### config.mk
export PLATFORM = sky130hd
export DESIGN_NAME = regfile_2w4r
export DESIGN_NICKNAME = d
export VERILOG_FILES = /design/src/rtl/regfile_2w4r_pkg.sv /design/src/rtl/regfile_2w4r_read_port.sv /design/src/rtl/regfile_2w4r.sv
export SDC_FILE = /design/constraint.sdc
export NUM_CORES = 2
export LEC_CHECK = 0
export CELL_PAD_IN_SITES_DETAIL_PLACEMENT = 2
export CELL_PAD_IN_SITES_GLOBAL_PLACEMENT = 2
export CORE_MARGIN = 5
export CORE_UTILIZATION = 43
export CTS_CLUSTER_DIAMETER = 200
export DETAILED_ROUTE_END_ITERATION = 7
export DONT_BUFFER_PORTS = 1
export PLACE_DENSITY = 0.87
export SLEW_MARGIN = 25
export SYNTH_ARGS = -nofsm -noshare
export SYNTH_HDL_FRONTEND = slang
export SYNTH_SLANG_ARGS = --single-unit
### constraint.sdc
create_clock -name clk -period 3.4 [get_ports clk]
set_clock_uncertainty 0.2 [all_clocks]
set_input_delay 0.51 -clock clk [delete_from_list [all_inputs] [get_ports clk]]
set_output_delay 0.51 -clock clk [all_outputs]
set_load 0.005 [all_outputs]
### src/rtl/regfile_2w4r_pkg.sv
// regfile_2w4r shared types: write-back bus layout and storage view.
// Optional feature macro RF_WRITE_THROUGH_EN is used by rf_read_port.
package regfile_2w4r_pkg;

    localparam int DATA_WD = 32;
    localparam int ADDR_WD = 5;
    localparam int NREG    = 1 << ADDR_WD;

    // One write port: enable, address, data.
    localparam int WR_PORT_WD = 1 + ADDR_WD + DATA_WD;

    // Matches `WS_TO_RF_BUS_WD in mycpu.h (76 bits).
    localparam int WS_TO_RF_BUS_WD = 2 * WR_PORT_WD;

    typedef struct packed {
        logic               we;
        logic [ADDR_WD-1:0] addr;
        logic [DATA_WD-1:0] data;
    } rf_wr_t;

    // Slot 2 occupies the upper half of the bus.
    typedef struct packed {
        rf_wr_t p2;
        rf_wr_t p1;
    } ws_to_rf_t;

    typedef logic [NREG-1:0][DATA_WD-1:0] rf_array_t;

    // A write port hits an address when enabled and not targeting r0.
    function automatic logic wr_hits(
        input rf_wr_t             w,
        input logic [ADDR_WD-1:0] a
    );
        return w.we && (w.addr == a) && (a != '0);
    endfunction

endpackage

### src/rtl/regfile_2w4r_read_port.sv
// rf_read_port: one combinational read port with r0 forcing.
// RF_WRITE_THROUGH_EN adds same-cycle bypass of write data.
module rf_read_port
    import regfile_2w4r_pkg::*;
(
    input  logic               reset,
    input  logic [ADDR_WD-1:0] raddr,
    input  rf_array_t          regs,
    input  rf_wr_t             wr1,
    input  rf_wr_t             wr2,
    output logic [DATA_WD-1:0] rdata
);

`ifdef RF_WRITE_THROUGH_EN
    // Slot 2 bypass first so the younger write wins, then slot 1.
    always_comb begin
        rdata = '0;
        if (raddr != '0) begin
            if (!reset && wr_hits(wr2, raddr)) begin
                rdata = wr2.data;
            end else if (!reset && wr_hits(wr1, raddr)) begin
                rdata = wr1.data;
            end else begin
                rdata = regs[raddr];
            end
        end
    end
`else
    // Stored contents only; r0 always reads zero.
    always_comb begin
        rdata = '0;
        if (raddr != '0) begin
            rdata = regs[raddr];
        end
    end

    // Write-port fields only matter for the bypass build.
    logic unused_wr;
    assign unused_wr = ^{reset, wr1, wr2};
`endif

endmodule

### src/rtl/regfile_2w4r.sv
// regfile_2w4r: 32x32 register file, two write ports, four reads.
// Define RF_WRITE_THROUGH_EN for same-cycle write-to-read bypass.
module regfile_2w4r
    import regfile_2w4r_pkg::*;
(
    input  logic                       clk,
    input  logic                       reset,
    input  logic [WS_TO_RF_BUS_WD-1:0] ws_to_rf_bus,
    input  logic [ADDR_WD-1:0]         raddr1,
    input  logic [ADDR_WD-1:0]         raddr2,
    input  logic [ADDR_WD-1:0]         raddr3,
    input  logic [ADDR_WD-1:0]         raddr4,
    output logic [DATA_WD-1:0]         rdata1,
    output logic [DATA_WD-1:0]         rdata2,
    output logic [DATA_WD-1:0]         rdata3,
    output logic [DATA_WD-1:0]         rdata4
);

    ws_to_rf_t bus;
    rf_array_t regs;

    assign bus = ws_to_rf_t'(ws_to_rf_bus);

    // Storage update: reset clears, slot 2 beats slot 1, r0 stays 0.
    always_ff @(posedge clk) begin
        regs[0] <= '0;
        for (int i = 1; i < NREG; i++) begin
            if (reset) begin
                regs[i] <= '0;
            end else if (wr_hits(bus.p2, ADDR_WD'(i))) begin
                regs[i] <= bus.p2.data;
            end else if (wr_hits(bus.p1, ADDR_WD'(i))) begin
                regs[i] <= bus.p1.data;
            end
        end
    end

    rf_read_port u_rp1 (
        .reset (reset),
        .raddr (raddr1),
        .regs  (regs),
        .wr1   (bus.p1),
        .wr2   (bus.p2),
        .rdata (rdata1)
    );

    rf_read_port u_rp2 (
        .reset (reset),
        .raddr (raddr2),
        .regs  (regs),
        .wr1   (bus.p1),
        .wr2   (bus.p2),
        .rdata (rdata2)
    );

    rf_read_port u_rp3 (
        .reset (reset),
        .raddr (raddr3),
        .regs  (regs),
        .wr1   (bus.p1),
        .wr2   (bus.p2),
        .rdata (rdata3)
    );

    rf_read_port u_rp4 (
        .reset (reset),
        .raddr (raddr4),
        .regs  (regs),
        .wr1   (bus.p1),
        .wr2   (bus.p2),
        .rdata (rdata4)
    );

endmodule
==> results of run 1 <==
routing by layer:
metal / GRT overflow / global-route usage
met2: 206 / 0.960
met4: 228 / 0.899
met1: 61 / 0.893
met3: 51 / 0.878
met5: 10 / 0.839
cells by family after synthesis:
family          Yosys count  share of synthesized area
flops                   992                      0.261
simple gates           1889                      0.102
mux                    2097                      0.420
buf+inv                1099                     0.0611
compound gates         1524                      0.156
timing repair:
action / CTS
pin swaps: 9
buffers inserted: 3
endpoints found under the setup margin: 35
resized for setup: 100
endpoints found under the hold margin: 992
hold buffers: 683
through the flow:
| step | hold slack [ns] | worst slack [ns] | cell area, um^2 | utilization |
|---|---|---|---|---|
| floorplan | 0.284 | 0.548 | 76100 | - |
| CTS | 0.00316 | -0.115 | 90900 | 0.516 |
| detailed placement | 0.323 | -0.239 | 78600 | 0.446 |
| global placement | 0.300 | -0.571 | 78600 | 0.446 |
==> impl_metrics.csv, run 1 <==
group,metric,value,unit
yosys,synth.area.top_cells,"dfxtp_1 26%, mux4_2 25%, mux2i_1 13%",
yosys,synth_top_area_cell,"dfxtp_1",
grt,grt_max_degree,494,
run_status,status,"did not finish",
yosys,syn_area_per_cell,10.0,um^2
placed_design,dp.cells,9255,
clocking,clockBufferDepth,3,
floorplanning,initial_core_util,0.432,
run_status,stop_stage,"global routing",
yosys,synth_cell_types,46,
floorplanning,num_io_pins,226,
yosys,yosysMostFrequentCell,"nor2_1",
yosys,syn_nets,7699,
yosys,synth_top_area_share,0.261,
clocking,clock-sinks,992,
placed_design,place_congestion,0.957,
yosys,ys_seq_area_frac,0.261,
run_status,firstError,"[ERROR GRT-0232] Routing congestion too high. Check the congestion heatmap in the GUI.",
yosys,synth_enable_flop_cells,0,
placed_design,dpl.hpwl,273000,um
floorplanning,dieHeight,431,um
placed_design,io_buffer_count,0,
grt,grtUsageTotal,0.908,
grt,overflow,556,
yosys,async_flop_share,0,
floorplanning,rows,154,
yosys,yosys-top-cells-count,"1,038 x nor2_1, 992 x dfxtp_1, 991 x mux2i_1",
yosys,ys_ff_latch,992,
yosys,syn_inst,7601,
clocking,cts_buffers,117,
clocking,h-tree-depth,3,
yosys,syn_area,76100,um^2
yosys,synth_ff_type,"dfxtp_1",
clocking,cts-root-buf,"clkbuf_16",
floorplanning,die_w,431,um
yosys,ys.warnings.count,0,
==> inputs of run 2 (changes only) <==
- CELL_PAD_IN_SITES_DETAIL_PLACEMENT: 2 -> unset
- CELL_PAD_IN_SITES_GLOBAL_PLACEMENT: 2 -> unset
- CORE_UTILIZATION: 43 -> 28
- CTS_CLUSTER_DIAMETER: 200 -> unset
- PLACE_DENSITY: 0.87 -> unset
- PLACE_DENSITY_LB_ADDON: unset -> 0.15
==> impl_metrics.csv, run 2 <==
group,metric,value,unit
finish,area_delta_synth_final,26.2,%
setup_path,slowest_stage,"nor2b_4",
setup_path,rr_startpoint,"regs[924]",
setup_path,path_cells,"nor2b_4 > buf_4 > a221oi_1 > nor3_1 > a211oi_2 > a221oi_2 > buf_4",
yosys,synth_top_area_share,0.261,
setup_path,r2r_cells,4,
yosys,ys.warnings.count,0,
yosys,synth.area.top_cells,"dfxtp_1 26%, mux4_2 25%, mux2i_1 13%",
clocking,cts_buffers,140,
timing,finalCritPeriodShare,1.06,
yosys,yosys-top-cells-count,"1,038 x nor2_1, 992 x dfxtp_1, 991 x mux2i_1",
detailed_routing,via_per_inst,6.50,
finish,largest_reg_flops,992,
grt,overflow,0,
setup_path,path_class,"input port to primary output",
yosys,synth_compound_area_frac,0.156,
grt,grt_max_degree,686,
yosys,synth_simple_gate_area_frac,0.102,
timing,relSlewSlack,0.198,
finish,final_area,96100,um^2
setup_path,crit_top_cell,"buf_4",
detailed_routing,drt-total-wl,456000,um
clocking,h-tree-depth,4,
timing,rsz0062_at_grt,"false",
yosys,syn_area,76100,um^2
floorplanning,num_io_pins,226,
clocking,clock-sinks,992,
yosys,ys_ff_latch,992,
yosys,synth_top_family_by_area,"multiplexers",
clocking,cts-root-buf,"clkbuf_16",
placed_design,place_ws,-0.460,ns
yosys,yosys.area_share.adder,0,
finish,drive_gt1_frac,0.249,
timing,period_needed,3.62,ns
grt,grt_antenna_before_repair,33,
yosys,synth_cell_types,46,
setup_path,critPathLaunchType,"input port",
grt,grtUsageTotal,0.308,
setup_path,reg2reg_to,"regs[924]",
finish,reg_top3,"regs: 992 flops",
yosys,ys_seq_area_frac,0.261,
yosys,synth_enable_flop_cells,0,
min_path,hold_path_end,"regs[523]",
run_status,status,"finished with violations",
grt,grt_pass1_vias,72400,
setup_path,critical-path-max-stage-delay,0.51,ns
yosys,syn_nets,7699,
finish,top_register,"regs",
power,vdd_drop_max,367,uV
finish,nets,8096,
yosys,synth-xor-area-share,0,
yosys,async_flop_share,0,
floorplanning,die_area,282000,um^2
yosys,syn_area_per_cell,10.0,um^2
grt,grt_pass1_wl,623000,um
finish,final_cell_mix,"1,021 x nor2_1, 983 x mux2i_1, 949 x dfxtp_1",
floorplanning,die_w,531,um
floorplanning,initial_core_util,0.281,
placed_design,dpl_cell_area,81100,um^2
yosys,synth_mux_area_frac,0.420,
setup_path,cp.required,2.69,ns
placed_design,place_congestion,0.871,
run_status,failed_checks,"setup timing",
floorplanning,rows,191,
timing,hold_violations,0,
timing,tightest_slew,1.20,ns
clocking,insertion_delay,0.83,ns
flow_run,max-cap-violations,0,
clocking,clockBufferDepth,4,
finish,mostFrequentLayoutCell,"nor2_1",
setup_path,critPathTopFamily,"simple AND/OR/NAND/NOR gates",
detailed_routing,initialDrtViolationCount,9812,
yosys,yosysMostFrequentCell,"nor2_1",
clocking,path_clk_slew,0.06,ns
detailed_routing,antenna_left,0,
setup_path,endpoint_kind,"primary output",
min_path,min_path_cells,4,
timing,timing.fmax,0.277,GHz
setup_path,worst_ep_arrival_time,2.91,ns
floorplanning,dieHeight,531,um
power,cellPowerDensity,334,nW/um^2
yosys,synth_top_area_cell,"dfxtp_1",
yosys,syn_inst,7601,
timing,slew_violations,0,
min_path,hold_path_class,"input port to register",
setup_path,cp_num_buf_inv,2,
placed_design,io_buffer_count,0,
detailed_routing,drc,0,
setup_path,r2r_setup_slack,1.22,ns
placed_design,dpl.hpwl,251000,um
yosys,synth_ff_type,"dfxtp_1",
detailed_routing,num_vias,76000,
timing,setup_violations,26,
setup_path,crit_fanout,257,
floorplanning,fp.coreArea,271000,um^2
detailed_routing,wl_per_cell,39.0,um
power,p_leak,0.0349,uW
min_path,hp-start,"ws_to_rf_bus[32]",
timing,postLayoutSetupSlackWorst,-0.216,ns
clocking,cts_tree,"yes",
detailed_routing,dr.pass1.iters,6,
-- run 2: repair_timing --
action | in CTS | in global routing
cloned | 0 | 0
hold buffers | 887 | 0
setup buffers | 6 | 1
pin swaps | 11 | 7
setup endpoints to repair | 38 | 38
hold endpoints to repair | 992 | 0
resized for setup | 96 | 63
-- run 2: power by group --
group	leakage (uW)	switching (uW)	internal, uW
combinational	0.0246	2660	2200
sequential	0.00804	306	11900
clock	0.00219	6350	8700
-- run 2: layer usage --
layer / vias to the layer above / track usage / share of wire
met2: 4972 / 0.468 / 0.44
met5: - / 0 / 0.00022
met3: 1327 / 0.0740 / 0.096
met4: 14 / 0.217 / 0.081
li1: 30600 / - / -
met1: 39100 / 0.385 / 0.38
-- run 2: cell type report --
| type | instances | area (um^2) |
|---|---|---|
| clock buffer | 189 | 4020 |
| inverter | 65 | 249 |
| sequential | 992 | 19900 |
| timing repair buffer | 1289 | 14100 |
| fill | 26800 | 175000 |
| clock inverter | 39 | 380 |
| tap | 3570 | 4470 |
| multi-input combinational | 5510 | 52900 |
| antenna | 35 | 87.6 |
-- run 2: metrics by stage --
step | util | hold slack, ns | total power [uW] | cells | setup TNS (ns)
floorplan | - | 0.284 | 15300 | 7601 | 0
global placement | 0.300 | 0.302 | 15800 | 10500 | -2.46
detailed placement | 0.300 | 0.311 | 15900 | 10500 | -2.47
CTS | 0.353 | 0.000173 | 31900 | 11700 | 0
global route | 0.355 | 0.0533 | 32700 | 11700 | 0
finish | 0.355 | 0.0535 | 32100 | 11700 | -1.55
-- run 2: kinds of logic (layout without fill, tap and decap cells) --
kind of cell,Yosys count,after routing
mux,2097,2097
simple gates,1889,1889
compound gates,1524,1524
buf+inv,1099,1582
flops,992,992
other cells,0,35
-- run 2: how the worst max path moves through the flow --
stage,startpoint,end,slack (ns),depth (start not counted)
CTS,regs[226],rdata1[2],0.0003,8
floorplan,raddr1[0],rdata1[28],0.55,7
global route,regs[991],rdata4[31],0.0004,8
detailed placement,raddr1[0],rdata1[19],-0.46,8
global placement,raddr1[0],rdata1[19],-0.39,8
finish,raddr1[0],rdata1[18],-0.22,7
-- run 2: tightest hold or removal path, cell delays in order --
cell and delay (ns):
nor3_2 0.10, buf_4 0.23, nand3_1 0.09, a311oi_1 0.08
No activity file was read; power rests on OpenSTA's default activity.
